==> src/rtl/casas_update_ctrl.sv <==
// rtl/casas_update_ctrl.sv - write-side controller for the houses (casas) register
//
// Purpose: on a frog arrival at the top row, decide fill vs. death, write the
// updated houses value, verify the readback, and run the level-complete
// (win -> hold -> clear) sequence once every house is occupied.
//
// Ports:
//   SC_CasasCTRL_CLOCK_50           in   system clock
//   SC_CasasCTRL_RESET_InHigh       in   asynchronous reset, active-high
//   SC_CasasCTRL_arrive_InLow       in   arrival strobe, active-low
//   SC_CasasCTRL_frogPos_InBUS      in   frog column, expected one-hot
//   SC_CasasCTRL_casas_InBUS        in   current houses register contents
//   SC_CasasCTRL_dataVariada_OutBUS out  updated value for the houses register
//   SC_CasasCTRL_loadVariado_OutLow out  load strobe, active-low
//   SC_CasasCTRL_clear_OutLow       out  clear strobe, active-low
//   SC_CasasCTRL_win_OutHigh        out  all houses filled pulse
//   SC_CasasCTRL_death_OutHigh      out  invalid / occupied landing pulse
//   SC_CasasCTRL_error_OutHigh      out  readback mismatch pulse
//   SC_CasasCTRL_busy_OutHigh       out  high whenever the FSM is not idle
//   SC_CasasCTRL_level_OutBUS       out  completed-level count
module casas_update_ctrl #(
   parameter int CASAS_DATAWIDTH = 8,
   parameter int WIN_HOLD        = 50,
   parameter int LEVEL_WIDTH     = 4
) (
   input  logic                       SC_CasasCTRL_CLOCK_50,
   input  logic                       SC_CasasCTRL_RESET_InHigh,
   input  logic                       SC_CasasCTRL_arrive_InLow,
   input  logic [CASAS_DATAWIDTH-1:0] SC_CasasCTRL_frogPos_InBUS,
   input  logic [CASAS_DATAWIDTH-1:0] SC_CasasCTRL_casas_InBUS,
   output logic [CASAS_DATAWIDTH-1:0] SC_CasasCTRL_dataVariada_OutBUS,
   output logic                       SC_CasasCTRL_loadVariado_OutLow,
   output logic                       SC_CasasCTRL_clear_OutLow,
   output logic                       SC_CasasCTRL_win_OutHigh,
   output logic                       SC_CasasCTRL_death_OutHigh,
   output logic                       SC_CasasCTRL_error_OutHigh,
   output logic                       SC_CasasCTRL_busy_OutHigh,
   output logic [LEVEL_WIDTH-1:0]     SC_CasasCTRL_level_OutBUS
);

   localparam int CW = (WIN_HOLD > 1) ? $clog2(WIN_HOLD) : 1;
   localparam logic [CASAS_DATAWIDTH-1:0] ONE     = CASAS_DATAWIDTH'(1);
   localparam logic [CW-1:0]              HOLD_MAX = CW'(WIN_HOLD - 1);

   typedef enum logic [2:0] {
      S_IDLE, S_CHECK, S_WRITE, S_VERIFY, S_DEATH, S_WIN_HOLD, S_CLEAR
   } state_t;

   state_t                     r_state;
   logic [CASAS_DATAWIDTH-1:0] r_frog;
   logic [CASAS_DATAWIDTH-1:0] r_casas;
   logic [CASAS_DATAWIDTH-1:0] r_next;
   logic [CW-1:0]              r_hold_cnt;
   logic [CASAS_DATAWIDTH-1:0] r_data;
   logic                       r_load_n;
   logic                       r_clear_n;
   logic                       r_win;
   logic                       r_death;
   logic                       r_error;
   logic                       r_busy;
   logic [LEVEL_WIDTH-1:0]     r_level;

   logic w_onehot;
   logic w_valid;
   logic w_full;

   // x & (x-1) clears the lowest set bit; zero result with x!=0 means exactly one bit.
   assign w_onehot = (r_frog != '0) && ((r_frog & (r_frog - ONE)) == '0);
   assign w_valid  = w_onehot && ((r_frog & r_casas) == '0);
   assign w_full   = &r_next;

   always_ff @(posedge SC_CasasCTRL_CLOCK_50 or posedge SC_CasasCTRL_RESET_InHigh) begin
      if (SC_CasasCTRL_RESET_InHigh) begin
         r_state    <= S_IDLE;
         r_frog     <= '0;
         r_casas    <= '0;
         r_next     <= '0;
         r_hold_cnt <= '0;
         r_data     <= '0;
         r_load_n   <= 1'b1;
         r_clear_n  <= 1'b1;
         r_win      <= 1'b0;
         r_death    <= 1'b0;
         r_error    <= 1'b0;
         r_busy     <= 1'b0;
         r_level    <= '0;
      end else begin
         // Strobes default to inactive so every pulse lasts exactly one cycle.
         r_load_n  <= 1'b1;
         r_clear_n <= 1'b1;
         r_win     <= 1'b0;
         r_death   <= 1'b0;
         r_error   <= 1'b0;
         case (r_state)
            S_IDLE: begin
               if (!SC_CasasCTRL_arrive_InLow) begin
                  r_frog  <= SC_CasasCTRL_frogPos_InBUS;
                  r_casas <= SC_CasasCTRL_casas_InBUS;
                  r_busy  <= 1'b1;
                  r_state <= S_CHECK;
               end
            end
            S_CHECK: begin
               if (w_valid) begin
                  r_next  <= r_casas | r_frog;
                  r_state <= S_WRITE;
               end else begin
                  r_state <= S_DEATH;
               end
            end
            S_DEATH: begin
               r_death <= 1'b1;
               r_busy  <= 1'b0;
               r_state <= S_IDLE;
            end
            S_WRITE: begin
               r_data   <= r_next;
               r_load_n <= 1'b0;
               r_state  <= S_VERIFY;
            end
            S_VERIFY: begin
               if (SC_CasasCTRL_casas_InBUS != r_next) begin
                  r_error <= 1'b1;
                  r_busy  <= 1'b0;
                  r_state <= S_IDLE;
               end else if (w_full) begin
                  r_win      <= 1'b1;
                  r_level    <= r_level + LEVEL_WIDTH'(1);
                  r_hold_cnt <= '0;
                  r_state    <= S_WIN_HOLD;
               end else begin
                  r_busy  <= 1'b0;
                  r_state <= S_IDLE;
               end
            end
            S_WIN_HOLD: begin
               if (r_hold_cnt == HOLD_MAX) begin
                  r_state <= S_CLEAR;
               end else begin
                  r_hold_cnt <= r_hold_cnt + CW'(1);
               end
            end
            S_CLEAR: begin
               r_clear_n <= 1'b0;
               r_data    <= '0;
               r_busy    <= 1'b0;
               r_state   <= S_IDLE;
            end
            default: begin
               r_busy  <= 1'b0;
               r_state <= S_IDLE;
            end
         endcase
      end
   end

   assign SC_CasasCTRL_dataVariada_OutBUS = r_data;
   assign SC_CasasCTRL_loadVariado_OutLow = r_load_n;
   assign SC_CasasCTRL_clear_OutLow       = r_clear_n;
   assign SC_CasasCTRL_win_OutHigh        = r_win;
   assign SC_CasasCTRL_death_OutHigh      = r_death;
   assign SC_CasasCTRL_error_OutHigh      = r_error;
   assign SC_CasasCTRL_busy_OutHigh       = r_busy;
   assign SC_CasasCTRL_level_OutBUS       = r_level;

endmodule

==> config.mk <==
export PLATFORM = sky130hd
export DESIGN_NAME = casas_update_ctrl
export DESIGN_NICKNAME = d
export VERILOG_FILES = /design/src/rtl/casas_update_ctrl.sv
export SDC_FILE = /design/constraint.sdc
export NUM_CORES = 1
export LEC_CHECK = 0
export ABC_AREA = 1
export BUFFER_PORTS_ARGS = -buffer_cell sky130_fd_sc_hd__buf_2
export CORE_UTILIZATION = 45
export DETAILED_ROUTE_END_ITERATION = 8
export MAX_ROUTING_LAYER = met4
export PLACE_DENSITY = 0.68
export SLEW_MARGIN = 20
export SYNTH_ARGS = -nofsm -noshare
export SYNTH_HDL_FRONTEND = slang
export SYNTH_SLANG_ARGS = --single-unit
==> constraint.sdc <==
create_clock -name SC_CasasCTRL_CLOCK_50 -period 1.48 [get_ports SC_CasasCTRL_CLOCK_50]
set_clock_uncertainty 0.1 [all_clocks]
set_input_delay 0.222 -clock SC_CasasCTRL_CLOCK_50 [delete_from_list [all_inputs] [get_ports SC_CasasCTRL_CLOCK_50]]
set_output_delay 0.222 -clock SC_CasasCTRL_CLOCK_50 [all_outputs]
set_load 0.05 [all_outputs]
# After elaboration in Yosys (flattened, before gate mapping)
# Index checks and enable logic that the tools add are counted.
# totals
out_inout_bits	18
inputBits	19
word_cells	75
reg_bits	51
# op_classes
n_eq_ne	14
n_addsub	3
n_bitwise	6
muxes	23
n_reduce_logical	16
# ops
cell	n
$mux W6	3
$and A8 B8 Y8	2
$logic_not A8 Y1	2
$pmux W8 S2	1
$mux W3	5
$pmux W3 S5	1
$pmux W6 S2	1
$mux W1	11
$ne A2 B2 Y1 const B	5
$reduce_and A10 Y1	1
$eq A3 B3 Y1 const B	3
$ne A8 B8 Y1	1
$or A8 B8 Y8	1
$reduce_and A8 Y1	1
$reduce_bool A8 Y1	1
$sub A8 B1 Y8 const B	1
$add A6 B1 Y6 const B	1
$eq A3 B2 Y1 const B	2
$eq A6 B6 Y1 const B	1
$reduce_and A2 Y1	3
$add A4 B1 Y4 const B	1
$reduce_and A4 Y1	1
$reduce_bool A2 Y1	2
$eq A3 B1 Y1 const B	1
7 further kinds	10

# Longest topological paths before layout
# depth
depth_word	7
mapped_depth	11

# Least setup slack after synthesis
# Ideal clock, no wire load.
# synth_timing
path_type	register to register
from	register r_state[2]
to	register r_level[3] (netlist: SC_CasasCTRL_level_OutBUS[3])
slack_ps	-22
t_arrival_ps	1289
synth_period_minus_slack_ps	1502
stages_incl_launch_ff	10
cell_sequence	dfrtp_1 > inv_4 > nand3_2 > nor2_2 > nand3_2 > buf_6 > nor2_1 > nand2_1 > nand2_1 > inv_1
# synth_via
elab_chain_cells	2
# synth_lines
element	line	source
from (decl)	49	state_t r_state;
from (signal assigned)	74	r_state <= S_IDLE;
from (signal assigned)	100	r_state <= S_CHECK;
from (signal assigned)	106	r_state <= S_WRITE;
$eq A3 B2 Y1	94	case (r_state)
$reduce_and A10 Y1 (no source line)	n/a	
to (signal assigned)	128	r_level <= r_level + LEVEL_WIDTH'(1);
to (decl)	61	logic [LEVEL_WIDTH-1:0] r_level;
# Every way passes these cells.
# A chain may end at the register's enable or synchronous reset.

# Worst setup path in the final report
# layout_timing
from	register r_frog[0]
to	register r_next[5]
# layout_via
elab_chain_cells	6
elab_cells_between_ends	9
cone_classes	add/sub (1); bitwise (2); reduce/logical (6)
# layout_lines
element	line	source
from (decl)	50	logic [CASAS_DATAWIDTH-1:0] r_frog;
from (signal assigned)	97	r_frog <= SC_CasasCTRL_frogPos_InBUS;
$sub A8 B1 Y8	68	assign w_onehot = (r_frog != '0) && ((r_frog & (r_frog - ONE)) == '0);
$and A8 B8 Y8	68	
$logic_not A8 Y1	68	
$logic_and A1 B1 Y1	68	
$logic_and A1 B1 Y1 (*)	69	assign w_valid = w_onehot && ((r_frog & r_casas) == '0);
$reduce_and A2 Y1 (no source line) (*)	n/a	
to (signal assigned)	105	r_next <= r_casas | r_frog;
to (decl)	52	logic [CASAS_DATAWIDTH-1:0] r_next;
# Mark *: on every way between the ends. The rest lies on a longest branch, timed or not.

==> reports/qor.txt <==
status - complete, but fails checks
failing checks - negative setup slack
Slew HR - 0.796
CTS tree - built
Sink Count - 51
drt pass-1 iters - 4
Crit-path slowest cell - dfrtp_2
ANT cells - 0
Post-Layout Cell Count - 450
Slew Limit Fails - 0
Die Ht - 78.0 microns
met2 usage - 0.347
count of cell types in the netlist - 33
WP data arrival - 1.79 ns
CTS max path bufs - 2
CP most frequent cell - nand2_1
routing usage on met3 - 0.0412
layout cells sized above 1 - 0.421
Worst Hold Depth - 2
Setup WS post-layout - -0.203 ns
Post-Syn Area - 2600 sq um
post-synthesis net count - 310
largest net degree at the start of global routing - 52
Layout area overhead - 35.3%
fmax - 594 MHz
total number of H-tree levels - 2
worst path bufs/invs - 0
EDFF count, synth - 0
vias in the first global route - 2189
PortBufs - 36
Critical Path Source Type - register
final setup violation count - 22
Crit. End Element - register
DP Cell Count - 431
Num CTS Buffers - 5
DRC - 0
Starting Density - 0.469
hpwl dp - 3910 microns
final hold violation count - 0
Area contributors post-synth - dfrtp_1 47%, nand2_1 12%, mux2_4 5.8%, nor2_1 3.5%, inv_1 3.3%
Post-synth top flop - dfrtp_1
# IOs - 37
Vias/cell - 4.96
most instantiated library cell after synthesis - nand2_1
Critical Path Stages - 8
busiest grt layer - met2
PwrDens - 1280 nW/um^2
initial drt markers - 103
placed cell area - 3160 sq um
Tmin final - 1.68 ns
crit path max fanout - 6
met1 GRT Util - 0.278
total die area - 6080 sq um
register bit total from synthesis - 51
initial antenna violation count - 0
Mapped Cells - 288
clk_lat worst skew - 0.30 ns
R2R Setup Slk - -0.20 ns
final WL - 5990 microns
Vias - 2230
Synth area leader - dfrtp_1
sequential area share after synthesis - 0.492
Die Wd - 78.0 microns
leak pwr - 0.00179 uW
worst-margin pin slew - 0.304 ns
max-cap viol count - 0
cell row count - 27
WS Path Type - register to register
VDD IR max - 0.755 mV
first-pass GRT wire length - 10100 microns
slowest stage delay, CP - 0.44 ns
root buf cell - clkbuf_8
post-route cell area - 3510 sq um
Critical Path RT - 1.58 ns
setup repair after global routing missed its margin - true
synth cell count leaders - 84 x nand2_1, 49 x dfrtp_1, 24 x nor2_1
R2R depth - 8
gpl congestion - 0.897
Tcrit/Tclk final - 1.14
HP Class - input port to register
GRT Util Overall - 0.220
Post-DRT Antenna Nets - 0
Mapped Avg Cell Area - 9.02 sq um
drt wl/cell - 13.3 microns
GRT Residual Overflow - 0
Async SR Flop Fraction - 1.00
crit-path cells - nor2_4 -> nor2_2 -> nor2_2 -> nand2_1 -> nor2_4 -> nand4_1 -> nand2_1 -> nand2_1
CP delay by family, top - simple AND/OR/NAND/NOR gates
Synth top area share - 0.472
CORE AREA - 5540 sq um
Reg clk slew, reported paths - 0.09 ns
Synth Warn # - 0
Nets - 399
-- worst paths after layout --
kind | start | to
min | SC_CasasCTRL_frogPos_InBUS[4] | r_frog[4]$_DFFE_PP0P_
min reg2reg | SC_CasasCTRL_dataVariada_OutBUS[4]$_DFFE_PP0P_ | SC_CasasCTRL_dataVariada_OutBUS[4]$_DFFE_PP0P_
max reg2reg | r_frog[0]$_DFFE_PP0P_ | r_next[5]$_DFFE_PP0P_
max | r_frog[0]$_DFFE_PP0P_ | r_next[5]$_DFFE_PP0P_
min in group asynchronous | SC_CasasCTRL_RESET_InHigh | SC_CasasCTRL_dataVariada_OutBUS[5]$_DFFE_PP0P_
max in group asynchronous | SC_CasasCTRL_RESET_InHigh | SC_CasasCTRL_clear_OutLow$_DFF_PP1_
-- state kept, by name, summed over array words and instances (netlist names) --
register                         cells
r_state                              3
SC_CasasCTRL_dataVariada_OutBUS      8
r_frog                               8
r_next                               8
SC_CasasCTRL_loadVariado_OutLow      1
r_casas                              8
SC_CasasCTRL_clear_OutLow            1
SC_CasasCTRL_death_OutHigh           1
SC_CasasCTRL_busy_OutHigh            1
r_hold_cnt                           6
SC_CasasCTRL_win_OutHigh             1
SC_CasasCTRL_level_OutBUS            4
SC_CasasCTRL_error_OutHigh           1
-- layout make-up --
class | instances | area, sq um
fill | 446 | 2030
multi-input combinational | 211 | 1360
sequential | 51 | 1280
timing repair buffer | 81 | 557
inverter | 27 | 110
tap | 72 | 90.1
clock buffer | 6 | 82.6
clock inverter | 2 | 35.0
-- cell usage in the layout (no fill, tap or decap), types with 5 or more instances in the layout --
master / synthesis / layout
buf_2: 1 / 36
mux2_4: 10 / 10
nor2_2: 3 / 7
nand2_2: 1 / 5
dfrtp_2: 0 / 5
nor2_1: 24 / 16
nand3_2: 2 / 8
inv_1: 23 / 21
nand2_1: 84 / 80
buf_4: 0 / 39
clkbuf_8: 0 / 6
o21ai_0: 13 / 7
or2_2: 8 / 8
a22o_1: 5 / 5
nor2_4: 3 / 8
nand3_1: 15 / 9
dfrtp_1: 49 / 44
nand4_1: 12 / 13
xnor2_1: 6 / 6
-- through the flow --
step           setup WS [ns]  power (uW)  setup TNS [ns]  hold WS, ns  utilization
4_1_cts               -0.138        4390           -2.13       0.0304        0.611
6_report              -0.203        4510           -2.55       0.0374        0.634
3_5_place_dp          -0.306        3290           -4.32        0.216        0.570
5_1_grt               -0.284        4780           -5.45       0.0362        0.634
3_3_place_gp          -0.229        3250           -2.82        0.208        0.570
2_1_floorplan        0.00570        2740               0        0.170            -
-- cell families (layout without fill, tap and decap cells) --
logic type | Yosys count | after routing | synth area share
xor+xnor | 10 | 10 | 0.0337
compound gates | 24 | 24 | 0.0559
buf+inv | 30 | 116 | 0.0506
mux | 11 | 11 | 0.0621
flops | 51 | 51 | 0.492
fa+ha+maj | 3 | 3 | 0.0145
simple gates | 159 | 163 | 0.291
-- worst reg2reg max path, cell delays in order (launching register included) --
cell,delay [ns]
dfrtp_2,0.44
nor2_4,0.19
nor2_2,0.05
nor2_2,0.13
nand2_1,0.13
nor2_4,0.14
nand4_1,0.22
nand2_1,0.13
nand2_1,0.05
-- timing repair --
| item | in CTS | in global routing |
|---|---|---|
| pin swaps | 11 | 12 |
| gates cloned | 4 | 0 |
| hold buffers | 1 | 0 |
| gates resized for setup | 19 | 29 |
| setup endpoints to repair | 24 | 34 |
| hold endpoints to repair | 49 | 0 |
| setup buffers | 3 | 3 |
-- per-layer routing --
| metal | vias to the layer above | share of wire |
|---|---|---|
| met4 | 0 | 0.022 |
| met5 | - | 0 |
| met1 | 1031 | 0.44 |
| met3 | 13 | 0.045 |
| li1 | 1123 | - |
| met2 | 63 | 0.50 |
-- where the power goes --
part	internal [uW]	switching (uW)	leakage [uW]
registers	1580	208	0.000646
clock network	547	458	0.0000612
logic	783	934	0.00109
No activity file was read; power rests on OpenSTA's default activity.
